--- config.mk ---
export PLATFORM = sky130hd
export DESIGN_NAME = fifo_port_arbiter
export DESIGN_NICKNAME = d
export VERILOG_FILES = /design/src/rtl/fifo_arb_pkg.sv /design/src/rtl/fifo_arb_outbuf.sv /design/src/rtl/fifo_port_arbiter.sv
export SDC_FILE = /design/constraint.sdc
export NUM_CORES = 1
export LEC_CHECK = 0
export CAP_MARGIN = 20
export CORE_MARGIN = 1
export CORE_UTILIZATION = 46
export CTS_CLUSTER_SIZE = 40
export DETAILED_ROUTE_END_ITERATION = 8
export GPL_TIMING_DRIVEN = 0
export PLACE_DENSITY = 0.84
export SYNTH_ARGS = -nofsm -noshare
export SYNTH_HDL_FRONTEND = slang
export SYNTH_HIERARCHICAL = 1
export SYNTH_SLANG_ARGS = --single-unit
--- constraint.sdc ---
create_clock -name clock -period 4.5 [get_ports clock]
set_input_delay 0.45 -clock clock [delete_from_list [all_inputs] [get_ports clock]]
set_output_delay 0.45 -clock clock [all_outputs]
set_load 0.01 [all_outputs]
--- src/rtl/fifo_arb_pkg.sv ---
// Shared types and constants for the fifo_ram port arbiter.
// The arbiter mode records which direction was served last.
package fifo_arb_pkg;

    localparam int DEFAULT_DATA_WIDTH = 8;
    localparam int OUTBUF_DEPTH       = 2;

    typedef enum logic {
        MODE_READ  = 1'b0,
        MODE_WRITE = 1'b1
    } mode_e;

endpackage

--- src/rtl/fifo_arb_outbuf.sv ---
// Two-entry output buffer that absorbs fifo_ram read data ahead of the consumer.
// Pushes come from completed RAM reads. Pops come from the consumer handshake.
module fifo_arb_outbuf
    import fifo_arb_pkg::*;
#(
    parameter int DATA_WIDTH = DEFAULT_DATA_WIDTH
) (
    input  logic                  clock,
    input  logic                  reset,
    input  logic                  push,
    input  logic [DATA_WIDTH-1:0] push_data,
    input  logic                  pop,
    output logic [1:0]            count,
    output logic                  valid,
    output logic [DATA_WIDTH-1:0] head
);

    logic [DATA_WIDTH-1:0] mem_q [OUTBUF_DEPTH];
    logic [DATA_WIDTH-1:0] mem_d [OUTBUF_DEPTH];
    logic                  wr_ptr_q, wr_ptr_d;
    logic                  rd_ptr_q, rd_ptr_d;
    logic [1:0]            count_q, count_d;
    logic                  do_pop;

    always_comb begin
        mem_d    = mem_q;
        wr_ptr_d = wr_ptr_q;
        rd_ptr_d = rd_ptr_q;
        count_d  = count_q;
        do_pop   = pop && (count_q != 2'd0);

        if (push) begin
            mem_d[wr_ptr_q] = push_data;
            wr_ptr_d        = ~wr_ptr_q;
        end
        if (do_pop) begin
            rd_ptr_d = ~rd_ptr_q;
        end

        // A simultaneous push and pop leaves the occupancy unchanged.
        case ({push, do_pop})
            2'b10:   count_d = count_q + 2'd1;
            2'b01:   count_d = count_q - 2'd1;
            default: count_d = count_q;
        endcase
    end

    always_ff @(posedge clock or negedge reset) begin
        if (!reset) begin
            for (int i = 0; i < OUTBUF_DEPTH; i++) begin
                mem_q[i] <= '0;
            end
            wr_ptr_q <= 1'b0;
            rd_ptr_q <= 1'b0;
            count_q  <= 2'd0;
        end else begin
            mem_q    <= mem_d;
            wr_ptr_q <= wr_ptr_d;
            rd_ptr_q <= rd_ptr_d;
            count_q  <= count_d;
        end
    end

    assign count = count_q;
    assign valid = (count_q != 2'd0);
    assign head  = mem_q[rd_ptr_q];

endmodule

--- src/rtl/fifo_port_arbiter.sv ---
// Shares the single-ported fifo_ram between two byte writers and one reader.
// Read latency is hidden behind a small output buffer, and a burst limit prevents either side from starving the other.
module fifo_port_arbiter
    import fifo_arb_pkg::*;
#(
    parameter int DATA_WIDTH = DEFAULT_DATA_WIDTH,
    parameter int BURST_MAX  = 4
) (
    input  logic                  clock,
    input  logic                  reset,
    input  logic                  wr0_valid,
    input  logic [DATA_WIDTH-1:0] wr0_data,
    output logic                  wr0_ready,
    input  logic                  wr1_valid,
    input  logic [DATA_WIDTH-1:0] wr1_data,
    output logic                  wr1_ready,
    output logic                  rd_valid,
    output logic [DATA_WIDTH-1:0] rd_data,
    input  logic                  rd_ready,
    output logic [DATA_WIDTH-1:0] fifo_data_in,
    output logic                  fifo_write,
    output logic                  fifo_read,
    output logic                  fifo_enable,
    input  logic [DATA_WIDTH-1:0] fifo_data_out,
    input  logic                  fifo_full,
    input  logic                  fifo_empty
);

    localparam int BW = (BURST_MAX > 2) ? $clog2(BURST_MAX) : 1;
    localparam logic [BW-1:0] BURST_LIMIT = BW'(BURST_MAX - 1);

    mode_e           mode_q, mode_d;
    logic [BW-1:0]   burst_q, burst_d;
    logic            rr_last_q, rr_last_d;
    logic            inflight_q, inflight_d;

    logic [1:0]      buf_cnt;
    logic            buf_valid;
    logic [DATA_WIDTH-1:0] buf_head;

    logic            can_wr, can_rd;
    logic            serve_wr, serve_rd;
    logic            pick_wr1;
    mode_e           dir;

    always_comb begin
        can_wr     = (wr0_valid || wr1_valid) && !fifo_full;
        // Credit for a read is taken before the consumer pops, so the buffer can never overflow.
        can_rd     = !fifo_empty && (({1'b0, buf_cnt} + {2'b00, inflight_q}) < 3'd2);
        serve_wr   = 1'b0;
        serve_rd   = 1'b0;
        pick_wr1   = wr1_valid && (!wr0_valid || !rr_last_q);
        dir        = mode_q;
        mode_d     = mode_q;
        burst_d    = burst_q;
        rr_last_d  = rr_last_q;
        inflight_d = 1'b0;

        if (can_wr && can_rd) begin
            if (burst_q < BURST_LIMIT) begin
                serve_wr = (mode_q == MODE_WRITE);
            end else begin
                serve_wr = (mode_q == MODE_READ);
            end
            serve_rd = !serve_wr;
        end else begin
            serve_wr = can_wr;
            serve_rd = can_rd;
        end

        serve_wr = serve_wr && reset;
        serve_rd = serve_rd && reset;

        if (serve_wr || serve_rd) begin
            dir    = serve_wr ? MODE_WRITE : MODE_READ;
            mode_d = dir;
            if (dir != mode_q) begin
                burst_d = '0;
            end else if (burst_q != BURST_LIMIT) begin
                burst_d = burst_q + 1'b1;
            end
        end
        if (serve_wr) begin
            rr_last_d = pick_wr1;
        end
        inflight_d = serve_rd;

        fifo_write   = serve_wr;
        fifo_read    = serve_rd;
        fifo_enable  = serve_wr || serve_rd;
        fifo_data_in = serve_wr ? (pick_wr1 ? wr1_data : wr0_data) : '0;
        wr0_ready    = serve_wr && !pick_wr1;
        wr1_ready    = serve_wr && pick_wr1;
    end

    always_ff @(posedge clock or negedge reset) begin
        if (!reset) begin
            mode_q     <= MODE_READ;
            burst_q    <= '0;
            rr_last_q  <= 1'b1;
            inflight_q <= 1'b0;
        end else begin
            mode_q     <= mode_d;
            burst_q    <= burst_d;
            rr_last_q  <= rr_last_d;
            inflight_q <= inflight_d;
        end
    end

    fifo_arb_outbuf #(
        .DATA_WIDTH (DATA_WIDTH)
    ) u_outbuf (
        .clock     (clock),
        .reset     (reset),
        .push      (inflight_q),
        .push_data (fifo_data_out),
        .pop       (rd_ready),
        .count     (buf_cnt),
        .valid     (buf_valid),
        .head      (buf_head)
    );

    assign rd_valid = buf_valid;
    assign rd_data  = buf_head;

endmodule

==> run metrics <==
status completed; die area 3180 um2; DRC viols 0; Cell Area, Placed around 1900 um2; Detailed Route WL around 3200 um; RSZ-0062 raised after global routing no; share of post-route cells with drive strength above 1 23.0%; Row Count 19; period utilization 64.2%; I/O Buffers 52; H-tree depth 1; final setup vio count 0; IO Pins 53; initial cell density of the core 49.0%; Initial DRC Count 21; Placement Setup Slack 1.58 ns; Core ar. 2780 um2; GP Congestion 0.820; Crit Path Class in -> out; crit path capture type output pin; slew at the pin with the worst max-slew slack 0.519 ns; Area Growth Syn to Fin 45.0%; n_diodes 0; area leader, netlist dfrtp_1; Final Cell Area about 2000 um2; max-cap violations 0; worst setup margin 1.61 ns; Tmin final approximately 2.9 ns; Syn Std Cell Area between 1000 and 1500 um2; Sw Ratio 34.0%; GRT Util Overall 22.3%; clock-pin slew on the worst setup and hold paths 0.13 ns; CTS Buf Count 3; worst path required time 4.05 ns; Main synth FF type dfrtp_1; yosys warns 6; P_sw between 0.3 and 0.4 mW; setup bufs post-CTS 0; First-pass DRT Iterations 4; Sink Count 25; Fin Setup TNS 0 ns; worst-skew pair later-pin latency 0.32 ns; total number of vias 1134; number of synthesized flops with an enable pin 0; initial antenna violation count 0; Final Max Slew Viols 0; PwrDens 537 nW/um2; type of origin of the critical path input port; first-pass GRT wire length approximately 5500 um; fin cells approximately 210; combinational share of power between 50 and 60%; fillers 210; Post-synth ARST share 100%; clk root buf clkbuf_4; Area contributors post-synth dfrtp_1, mux2_2, nand2_1; Synth Instances 121; Slew Limit Headroom between 60% and 70%; Worst IR Drop VDD 0.438 mV; Die Wd 56.4 um; DRT antenna net count 0; Netlist cell types 33; wire length per cell 15.3 um; Leak 0.827 nW; hold_buf cts 0; Clock power frac roughly 9%; Total Nets Final 212; Seq pwr share between 30% and 40%; R2R depth 5; placed instance count 205; share of the synthesized area in the top cell type 44.1%; FMAX 346 MHz; Via-to-Cell Ratio 5.43; largest net degree at the start of global routing 24; post-synthesis sequential area ratio 46.0%; CTS tree yes; CP Max Fanout 23; syn_area_per_cell roughly 11 um2; post-CTS resize count 0; vias in the first global route 1224; GR Overflow Total 0; hold crit path type in -> async; DP Wirelength 2450 um; Mapped Nets 154; Fin. Hold Viols 0; Final Skew between 0.008 and 0.009 ns; Int Power 0.701 mW; die height 56.4 um; post-synthesis register bit count 25; Clock Path Buffers 2; Worst EP arrival 2.44 ns
kinds of logic (layout without fill, tap and decap cells):
group | Yosys count | count (layout) | share of synthesized area, %
flops | 25 | 25 | 46.0
mux | 25 | 25 | 20.9
fa+ha+maj | 2 | 2 | 1.84
buf+inv | 9 | 66 | 3.12
simple gates | 30 | 30 | 10.4
compound gates | 24 | 24 | 13.9
xor+xnor | 6 | 6 | 3.86
per-stage QoR:
| step | utilization, % | total power, mW | hold slack [ns] |
|---|---|---|---|
| 2_1_floorplan | - | 0.726 | 0.154 |
| 5_1_grt | 71.0 | 1.13 | 0.457 |
| 3_3_place_gp | 69.1 | 0.927 | 0.481 |
| 3_5_place_dp | 70.1 | 0.968 | 0.492 |
| 4_1_cts | 71.0 | 1.07 | 0.463 |
| 6_report | 71.0 | 1.06 | 0.456 |
flip-flops by register name, summed over array words and instances (netlist names):
name,count
u_outbuf/count,2
u_outbuf/rd_ptr_q,1
mode_q,1
rr_last_q,1
u_outbuf/mem_q,16
u_outbuf/wr_ptr_q,1
inflight_q,1
burst_q,2
cells in the mapped netlist, types with 2 or more instances:
| cell | count |
|---|---|
| dfrtp_1 | 24 |
| mux2_2 | 24 |
| nand2_1 | 18 |
| a21oi_1 | 10 |
| inv_1 | 5 |
| nor2_1 | 4 |
| xor2_1 | 4 |
| o221ai_1 | 3 |
| a22oi_1 | 2 |
| and2_1 | 2 |
| ha_1 | 2 |
| xnor2_1 | 2 |
layer usage:
metal	global-route usage, %	vias to the layer above	wire length [um]
li1	-	536	-
met1	26.5	534	1340
met2	39.2	59	1560
met3	3.92	5	242
met4	9.41	0	47
met5	0	-	0
path summary, 6_finish.rpt:
check                                  startpoint                 to  slack (ns)
max in group asynchronous                   reset          rr_last_q        3.47
worst max register to register  u_outbuf/count[0]  u_outbuf/count[1]        2.81
worst max-delay path                        reset    fifo_data_in[0]        1.61
worst min-delay path                        reset  u_outbuf/mem_q[2]        0.46
min in group clock              u_outbuf/mem_q[6]  u_outbuf/mem_q[6]        0.52
worst min register to register  u_outbuf/mem_q[6]  u_outbuf/mem_q[6]        0.52
cell usage in the layout (no fill, tap or decap), types with 2 or more instances in the layout:
cell type,synthesis,routed
clkbuf_4,0,3
ha_1,2,2
dfrtp_1,24,24
xnor2_1,2,2
mux2_2,24,24
clkdlybuf4s50_1,0,52
nor2_1,4,4
inv_1,5,5
xor2_1,4,4
o221ai_1,3,3
a21oi_1,10,10
and2_1,2,2
clkbuf_1,1,2
a22oi_1,2,2
nand2_1,18,18
final cells by class:
cell class	count	area, um2	share of cell area, %
sequential	25	627	31.7
tap	31	38.8	1.96
clock buffer	4	26.3	1.33
buffer	3	20.0	1.01
timing repair buffer	53	548	27.7
inverter	6	22.5	1.14
multi-input combinational	87	693	35.1
critical path, stage by stage:
cell and delay, ns:
clkdlybuf4s50_1 0.80, buf_16 0.24, o211ai_4 0.11, buf_6 0.16, a21oi_1 0.12, clkdlybuf4s50_1 0.55
power by group through the flow:
stage	clock network, mW	logic [mW]	registers [mW]
after floorplan	0	0.330	0.396
after global placement	0	0.523	0.404
after detailed placement	0	0.548	0.420
after CTS	0.101	0.550	0.416
after global routing	0.114	0.586	0.432
final	0.0977	0.546	0.417
Note: power is estimated with default switching activity, not from simulation.
